### config.mk
export PLATFORM = sky130hd
export DESIGN_NAME = alu_issue
export DESIGN_NICKNAME = d
export VERILOG_FILES = /design/src/rtl/alu_pkg.sv /design/src/rtl/alu_cmd_fifo.sv /design/src/rtl/alu_issue.sv
export SDC_FILE = /design/constraint.sdc
export NUM_CORES = 1
export LEC_CHECK = 0
export ABC_CLOCK_PERIOD_IN_PS = 3200
export CORE_ASPECT_RATIO = 0.7
export CORE_MARGIN = 2
export CORE_UTILIZATION = 40
export DETAILED_ROUTE_END_ITERATION = 8
export HOLD_SLACK_MARGIN = 0.15
export SLEW_MARGIN = 20
export SYNTH_ARGS = -nofsm -noshare
export SYNTH_HDL_FRONTEND = slang
export SYNTH_SLANG_ARGS = --single-unit
export TNS_END_PERCENT = 20
### constraint.sdc
create_clock -name clk -period 3.2 [get_ports clk]
set_input_delay 0.64 -clock clk [delete_from_list [all_inputs] [get_ports clk]]
set_output_delay 0.64 -clock clk [all_outputs]
set_load 0.005 [all_outputs]
### src/rtl/alu_pkg.sv
// alu_pkg: definitions shared by the ALU issue block and its command FIFO.
//   - OP_ADD/OP_SUB/OP_AND/OP_OR : 2-bit ALU operation codes
//   - DEFAULT_DEPTH              : default command buffer depth
//   - issue_state_e              : issue FSM state encoding
//   - cmd_width()                : width of one packed {op, a, b} command
package alu_pkg;

  localparam int DEFAULT_DEPTH = 4;

  localparam logic [1:0] OP_ADD = 2'd0;
  localparam logic [1:0] OP_SUB = 2'd1;
  localparam logic [1:0] OP_AND = 2'd2;
  localparam logic [1:0] OP_OR  = 2'd3;

  typedef enum logic [1:0] {
    IDLE    = 2'd0,
    ISSUE   = 2'd1,
    CAPTURE = 2'd2,
    OUT     = 2'd3
  } issue_state_e;

  // A command is packed as {op[1:0], a[WIDTH-1:0], b[WIDTH-1:0]}.
  function automatic int cmd_width(input int width);
    return 2 * width + 2;
  endfunction

endpackage

### src/rtl/alu_cmd_fifo.sv
// alu_cmd_fifo: DEPTH-entry synchronous FIFO holding packed ALU commands.
// Ports:
//   clk, reset      : clock, synchronous active-high reset (clears pointers/count)
//   push, push_data : write push_data at the tail (ignored when full)
//   pop             : advance the head (ignored when empty)
//   head            : entry at the head, valid whenever count > 0
//   count           : number of stored entries, 0..DEPTH
module alu_cmd_fifo
  import alu_pkg::*;
#(
  parameter int WIDTH = 32,
  parameter int DEPTH = DEFAULT_DEPTH
) (
  input  logic                         clk,
  input  logic                         reset,
  input  logic                         push,
  input  logic [2*WIDTH+1:0]           push_data,
  input  logic                         pop,
  output logic [2*WIDTH+1:0]           head,
  output logic [$clog2(DEPTH+1)-1:0]   count
);

  localparam int CMD_W = cmd_width(WIDTH);
  localparam int PTR_W = $clog2(DEPTH);
  localparam int CNT_W = $clog2(DEPTH+1);

  logic [CMD_W-1:0] mem [DEPTH];
  logic [PTR_W-1:0] wr_ptr;
  logic [PTR_W-1:0] rd_ptr;
  logic             do_push;
  logic             do_pop;

  assign do_push = push && (count < CNT_W'(DEPTH));
  assign do_pop  = pop && (count != '0);
  assign head    = mem[rd_ptr];

  // Storage carries no reset; stale entries are unreachable once pointers clear.
  always_ff @(posedge clk) begin
    if (do_push) begin
      mem[wr_ptr] <= push_data;
    end
  end

  // DEPTH is a power of two, so pointer overflow is the modulo-DEPTH wrap.
  always_ff @(posedge clk) begin
    if (reset) begin
      wr_ptr <= '0;
      rd_ptr <= '0;
      count  <= '0;
    end else begin
      if (do_push) wr_ptr <= wr_ptr + PTR_W'(1);
      if (do_pop)  rd_ptr <= rd_ptr + PTR_W'(1);
      case ({do_push, do_pop})
        2'b10:   count <= count + CNT_W'(1);
        2'b01:   count <= count - CNT_W'(1);
        default: count <= count;
      endcase
    end
  end

endmodule

### src/rtl/alu_issue.sv
// alu_issue: buffers ALU commands and sequences them one at a time through an
// external registered ALU, returning results in acceptance order.
// Ports:
//   clk, reset                 : clock, synchronous active-high reset
//   in_valid/in_ready          : command handshake; in_a, in_b, in_op carry the command
//   alu_a, alu_b, alu_op       : registered operands/op driven to the ALU
//   alu_ena                    : one-cycle ALU capture enable per command
//   alu_ans                    : registered ALU result
//   out_valid/out_ready        : result handshake; out_data carries the result
//   dbg_state, dbg_count       : FSM state and buffer occupancy for observation
//
// Handshakes: a transfer happens at a rising edge where valid && ready. A
// source holds valid and its payload stable until that edge; ready never
// depends combinationally on valid or on the opposite side's ready.
module alu_issue
  import alu_pkg::*;
#(
  parameter int WIDTH = 32,
  parameter int DEPTH = DEFAULT_DEPTH
) (
  input  logic                        clk,
  input  logic                        reset,
  input  logic                        in_valid,
  output logic                        in_ready,
  input  logic [WIDTH-1:0]            in_a,
  input  logic [WIDTH-1:0]            in_b,
  input  logic [1:0]                  in_op,
  output logic [WIDTH-1:0]            alu_a,
  output logic [WIDTH-1:0]            alu_b,
  output logic [1:0]                  alu_op,
  output logic                        alu_ena,
  input  logic [WIDTH-1:0]            alu_ans,
  output logic                        out_valid,
  input  logic                        out_ready,
  output logic [WIDTH-1:0]            out_data,
  output logic [1:0]                  dbg_state,
  output logic [$clog2(DEPTH+1)-1:0]  dbg_count
);

  localparam int CNT_W = $clog2(DEPTH+1);

  issue_state_e       state;
  issue_state_e       next_state;
  logic               pop;
  logic               push;
  logic [2*WIDTH+1:0] head;
  logic [CNT_W-1:0]   count;

  // in_ready comes from the registered count only.
  assign in_ready  = count < CNT_W'(DEPTH);
  assign push      = in_valid && in_ready;
  assign dbg_state = state;
  assign dbg_count = count;

  alu_cmd_fifo #(
    .WIDTH (WIDTH),
    .DEPTH (DEPTH)
  ) u_fifo (
    .clk       (clk),
    .reset     (reset),
    .push      (push),
    .push_data ({in_op, in_a, in_b}),
    .pop       (pop),
    .head      (head),
    .count     (count)
  );

  // OUT implies out_valid, so out_ready alone completes the result handshake.
  // Popping straight from OUT into ISSUE gives the 3-cycle result cadence.
  always_comb begin
    next_state = state;
    pop        = 1'b0;
    case (state)
      IDLE: begin
        if (count != '0) begin
          pop        = 1'b1;
          next_state = ISSUE;
        end
      end
      ISSUE:   next_state = CAPTURE;
      CAPTURE: next_state = OUT;
      OUT: begin
        if (out_ready) begin
          if (count != '0) begin
            pop        = 1'b1;
            next_state = ISSUE;
          end else begin
            next_state = IDLE;
          end
        end
      end
      default: next_state = IDLE;
    endcase
  end

  always_ff @(posedge clk) begin
    if (reset) begin
      state     <= IDLE;
      alu_ena   <= 1'b0;
      alu_a     <= '0;
      alu_b     <= '0;
      alu_op    <= '0;
      out_valid <= 1'b0;
      out_data  <= '0;
    end else begin
      state   <= next_state;
      // Registered so alu_ena is high exactly for the cycle spent in ISSUE.
      alu_ena <= (next_state == ISSUE);
      if (pop) begin
        alu_op <= head[2*WIDTH+1:2*WIDTH];
        alu_a  <= head[2*WIDTH-1:WIDTH];
        alu_b  <= head[WIDTH-1:0];
      end
      if (state == CAPTURE) begin
        out_data  <= alu_ans;
        out_valid <= 1'b1;
      end else if (state == OUT && out_ready) begin
        out_valid <= 1'b0;
      end
    end
  end

endmodule
==> results.cfg, run 1 <==
[layout]
regArea_um2 = 10100
mostFrequentLayoutCells = edfxtp_1 (264), clkdlybuf4s50_1 (206), dfxtp_1 (107), a21oi_1 (70), o31ai_1 (67)
finalNonFillerCells = 1546
multi_input_area_um2 = 3640
filler_cell_count = 2948
final_core_util_pct = 52.1
final_area_um2 = 18100
syn_to_final_growth_pct = 27.8
layout.nets = 1156
drive_above_1_share_pct = 15.6
final_common_cell = edfxtp_1

[timing]
fin_skew_ns = 0.0156
min_period_ns = 2.46
rsz0062_at_grt = no
setup_viol = 0
worst_slew_pin_slew_ns = 0.962
final.setup.tns_ns = 0
fmax_ghz = 0.406
slew_headroom_pct = 35.9
period_share_pct = 77.0
maxSlewViolCount = 0
holdWs_ns = 0.422
hold_viol = 0

[routing]
first_pass_iters = 5
drcViolationCount = 0
vias = 8293
ant_nets = 0
drt_wl_total_um = 33900
via_per_inst = 5.36
met3_length_um = 2200
met2_wirelength_um = 15400
avgRoutedWirePerCell_um = 21.9
met1_length_um = 15800
drtIter0Drc = 489
highest_layer = met5

[hold_path]
hold_class = input port to flip-flop

[pwr]
p_sw_uw = 5460
p_seq_share_pct = 40.0
clkPwrFrac_pct = 27.1
switching_share_pct = 33.0
share_comb_of_total_power_pct = 33.0
intPower_uw = 11100
powerDensity_nw_per_um2 = 914
p_leak_uw = 0.00583
ir_drop_mv = 1.01

[worst_setup_path]
crit_type = flip-flop to flip-flop
timing.critical_path.slowest_stage_cell = dfxtp_1
cp.required_ns = 3.66
crit_chain = inv_1 -> ha_4 -> nor3_1 -> ha_1 -> inv_1 -> fa_1 -> xor2_1 -> or3_1 -> a21oi_1
slowest_delay_ns = 0.42
path_max_fanout = 5
cp-end-kind = flip-flop
critPathArrivalTime_ns = 2.93
crit_top_cell = inv_1
cp-start-kind = flip-flop

[synthesis]
syn_nets = 957
synth_fa_ha_area_share_pct = 1.02
synth-xor-area-share_pct = 0.185
yosys.area_share.simple_pct = 4.80
synth_compound_area_share_pct = 6.59
ys_warn_count = 0
synth_top_family_by_area = multiplexers
yosys-mux-area-fraction_pct = 12.8
syn_avg_cell_area_um2 = 16.8
ys_seq_area_share_pct = 71.3
synth-seq-cells = 373
postSynthCellCount = 844
synthesis.area_um2 = 14200
yosysUniqueCellTypes = 37

[clock_tree]
holdBufCountCts = 0
clock-sinks = 373
root_buffer = clkbuf_16
cts_tree = done
cts_resized = 0
clk_latency_ns = 0.53
cts_setup_buffers = 0
cts.reportedPaths.clkPinSlew_ns = 0.06
cts_buffers = 39
cts_buffer_depth = 3
htree_levels = 2

[placement]
io_buffers = 207
place_congestion = 0.745
dp_cells = 1474
dp_hpwl_um = 19900
place_area_um2 = 16800

[die]
die_w_um = 229
ios = 208
die_area_um2 = 37000
start_util_pct = 40.8
num_rows = 57
die_h_um = 162
core_um2 = 34800

[global_route]
grt.overflow.total = 0
grt_pass1_vias = 8455
grtUsageTotal_pct = 18.2
grt_pass1_wl_um = 51500
grt_max_degree = 70
antenna_found_initial = 2

[run_status]
status = finished clean

[run]
drv_cap = 0
cells by family (layout without fill, tap and decap cells):
logic type,Yosys count,after routing
DFF,373,373
AOI/OAI and AO/OA,147,147
and+or+nand+nor,124,124
muxes,99,99
buffers and inverters,87,316
adders and majority gates,11,11
xor gates and xnor gates,3,3
other,0,1
worst paths after layout:
path                              startpoint         endpoint  slack (ns)  depth (start not counted)
worst max-delay path            dbg_state[0]  u_fifo.count[2]        0.74                          9
worst min-delay path                   reset     dbg_state[0]        0.42                          2
worst max register to register  dbg_state[0]  u_fifo.count[2]        0.74                          9
worst min register to register      alu_a[8]         alu_a[8]        0.47                          2
critical path: cells and delay by family (launching register included):
| kind | cells | cell delay [ns] |
|---|---|---|
| AO/OA/AOI/OAI | 1 | 0.14 |
| XOR/XNOR | 1 | 0.17 |
| adder cells (fa/ha/maj) | 3 | 0.88 |
| buffers and inverters | 2 | 0.20 |
| flip-flops | 1 | 0.42 |
| AND/OR/NAND/NOR | 2 | 0.60 |
stage by stage:
stage / setup slack, ns / power, µW
6_report: 0.735 / 16600
5_1_grt: 0.573 / 17400
4_1_cts: 0.737 / 16800
3_5_place_dp: 0.284 / 12200
3_3_place_gp: 0.337 / 12200
2_1_floorplan: 0.202 / 9810
power by group through the flow:
stage	Sequential (µW)	Combinational [µW]	Clock, µW
finish	6620	5460	4490
global route	6730	5900	4800
CTS	6640	5520	4600
detailed placement	6730	5510	0
global placement	6710	5460	0
floorplan	6600	3210	0
sequential cells by signal, summed over array words and instances (netlist names):
register and flops:
u_fifo.mem 264, alu_a 32, alu_b 32, out_data 32, u_fifo.count 3, alu_op 2
dbg_state 2, u_fifo.rd_ptr 2, u_fifo.wr_ptr 2, alu_ena 1, out_valid 1
layer usage:
layer | up-vias | global-route usage, %
li1 | 3788 | -
met2 | 248 | 28.2
met4 | 2 | 4.28
met3 | 47 | 4.25
met1 | 4208 | 26.2
met5 | - | 0
synthesized netlist by cell type, drive strengths merged:
library cell	n	area, µm²
or3	2	12.5
mux2i	33	330
or4b	1	10.0
a21oi	71	359
mux4	66	1490
o21ai	2	10.0
nand4	66	413
nor3	3	20.0
a21o	2	15.0
nand2	1	3.75
edfxtp	264	7930
fa	1	20.0
o31ai	67	503
clkbuf	28	105
a22oi	1	7.51
a41oi	1	16.3
buf	49	332
nor2	40	150
dfxtp	109	2180
nor2b	3	18.8
or4	1	7.51
ha	10	125
xnor2	1	8.76
a31oi	1	6.26
inv	10	37.5
and2	4	25.0
nand3b	1	7.51
a31o	1	8.76
a311oi	1	8.76
nand2b	2	12.5
xor2	2	17.5
area by class of cell:
cell class              instances  share of cell area, %
diodes                          1                 0.0138
well taps                     472                   3.26
inverters                      10                  0.207
clock buffers                  56                   6.36
multi-input cells             384                   20.1
repair buffers                235                   13.5
clock inverters                15                  0.711
flip-flops and latches        373                   55.8
Note: power is estimated with default switching activity, not from simulation.
==> inputs of run 2 (changes only) <==
--- a/config.mk
+++ b/config.mk
@@ -5,7 +5,7 @@
 export SDC_FILE = /design/constraint.sdc
 export NUM_CORES = 1
 export LEC_CHECK = 0
-export ABC_CLOCK_PERIOD_IN_PS = 3200
+export ABC_CLOCK_PERIOD_IN_PS = 2100
 export CORE_ASPECT_RATIO = 0.7
 export CORE_MARGIN = 2
 export CORE_UTILIZATION = 40
==> constraint.sdc (replaced) <==
create_clock -name clk -period 2.1 [get_ports clk]
set_input_delay 0.42 -clock clk [delete_from_list [all_inputs] [get_ports clk]]
set_output_delay 0.42 -clock clk [all_outputs]
set_load 0.005 [all_outputs]
==> run 2 against run 1 <==
- maximum frequency is 19% higher
- count of clock-buffer cells in the layout is 1 lower
- core utilization is 0.89 points higher
- largest cell class unchanged
==> results.cfg, run 2 (synthesis results as in run 1) <==
[die]
num_rows = 57
die_area_um2 = 37000
die_w_um = 229
core_um2 = 34800
start_util_pct = 40.8
ios = 208
die_h_um = 162

[timing]
hold_viol = 0
period_share_pct = 98.7
maxSlewViolCount = 0
setup_slack_ns = 0.0267
fin_skew_ns = 0.0181
rsz0062_at_grt = yes
slew_headroom_pct = 33.6
setup_viol = 0
min_period_ns = 2.07
fmax_ghz = 0.482
worst_slew_pin_slew_ns = 0.996
final.setup.tns_ns = 0

[global_route]
grt.overflow.total = 0
grt_max_degree = 70
antenna_found_initial = 4
grt_pass1_vias = 8546
grtUsageTotal_pct = 18.1
grt_pass1_wl_um = 51400

[routing]
drcViolationCount = 0
first_pass_iters = 5
met2_wirelength_um = 15400
vias = 8419
drt_wl_total_um = 33900
highest_layer = met5
met3_length_um = 2270
via_per_inst = 5.35
ant_nets = 0
met1_length_um = 15600
avgRoutedWirePerCell_um = 21.5
drtIter0Drc = 598

[clock_tree]
root_buffer = clkbuf_16
clk_latency_ns = 0.53
holdBufCountCts = 0
cts_buffers = 38
htree_levels = 2
cts.reportedPaths.clkPinSlew_ns = 0.06
cts_tree = done
cts_buffer_depth = 3
clock-sinks = 373

[placement]
pre_cts_slack_ns = -0.482
dp_cells = 1501
dp_hpwl_um = 20700
place_area_um2 = 17200
place_congestion = 0.762
io_buffers = 207

[worst_setup_path]
cp-start-kind = flip-flop
path_delay_family = adder cells
crit_type = flip-flop to flip-flop
timing.critical_path.slowest_stage_cell = dfxtp_4
cp-end-kind = flip-flop
path_max_fanout = 3
crit_chain = inv_2 -> ha_4 -> nor3_4 -> ha_2 -> inv_2 -> fa_2 -> xor2_1 -> or3_1 -> a21oi_1
crit_top_cell = inv_2
cp.required_ns = 2.55
critPathArrivalTime_ns = 2.53
cp_num_buf_inv = 2
slowest_delay_ns = 0.35

[pwr]
powerDensity_nw_per_um2 = 1380
p_leak_uw = 0.00599
ir_drop_mv = 1.03

[layout]
final_core_util_pct = 53.0
layout.nets = 1185
final_area_um2 = 18400
syn_to_final_growth_pct = 30.0
regMostFlops = u_fifo.mem
mostFrequentLayoutCells = edfxtp_1 (264), clkdlybuf4s50_1 (206), dfxtp_1 (105), a21oi_1 (70), o31ai_1 (67)
drive_above_1_share_pct = 18.4
filler_cell_count = 2860
largest_reg_flops = 264
finalNonFillerCells = 1574
final_common_cell = edfxtp_1

[run]
drv_cap = 0

[hold_path]
hold_class = input port to flip-flop

[run_status]
status = finished clean
[run 2: cell count changes in the layout (fill, tap and decap cells not counted), sizes merged]
cell      change
buf          +30
bufinv        -1
clkbuf        -1
clkinv        +2
clkinvlp      -2
[run 2: layer usage]
| layer | track usage (%) | vias up |
|---|---|---|
| li1 | - | 3839 |
| met1 | 25.5 | 4272 |
| met2 | 28.3 | 256 |
| met3 | 4.17 | 46 |
| met4 | 4.75 | 6 |
| met5 | 0 | - |
[run 2: where the power goes]
group | internal (µW) | switching, µW
logic | 3870 | 5060
clock network | 3820 | 2700
registers | 9350 | 636
[run 2: cell type report]
cell class,count,area (µm²),share of cell area [%]
Sequential cell,373,10100,54.9
Multi-Input combinational cell,384,3680,20.0
Timing Repair Buffer,265,2780,15.1
Clock buffer,55,1120,6.06
Tap cell,472,591,3.20
Clock inverter,14,96.3,0.522
Inverter,10,40.0,0.217
Antenna cell,1,2.50,0.0136
[run 2: final timing paths]
check | start | endpoint | slack [ns] | depth (start not counted)
setup / recovery | dbg_state[1] | u_fifo.count[2] | 0.03 | 9
hold reg to reg | alu_a[4] | alu_a[4] | 0.47 | 2
hold / removal | reset | u_fifo.rd_ptr[1] | 0.31 | 3
setup reg to reg | dbg_state[1] | u_fifo.count[2] | 0.03 | 9
[run 2: tightest hold or removal path, stage by stage]
cell and delay [ns]:
buf_4 0.15, nor2_1 0.09, a31o_1 0.14
[run 2: repair_timing]
| action | 4_1_cts | 5_1_grt |
|---|---|---|
| gates resized for setup | 11 | 4 |
| pin swaps | 3 | 3 |
| setup endpoints to repair | 1 | 22 |
| buffers inserted | 1 | 2 |
[run 2: metrics by stage]
| stage | hold slack [ns] | power [µW] |
|---|---|---|
| 2_1_floorplan | 0.465 | 14900 |
| 3_3_place_gp | 0.456 | 18900 |
| 3_5_place_dp | 0.459 | 19000 |
| 4_1_cts | 0.279 | 25700 |
| 5_1_grt | 0.321 | 26700 |
| 6_report | 0.308 | 25400 |
==> inputs of run 3 (changes only) <==
--- a/config.mk
+++ b/config.mk
@@ -6,6 +6,7 @@
 export NUM_CORES = 1
 export LEC_CHECK = 0
 export ABC_CLOCK_PERIOD_IN_PS = 2100
+export CAP_MARGIN = 10
 export CORE_ASPECT_RATIO = 0.7
 export CORE_MARGIN = 2
 export CORE_UTILIZATION = 40
==> results of run 3 <==
Same layout as run 2: the final DEF is identical, and so are final timing and power.
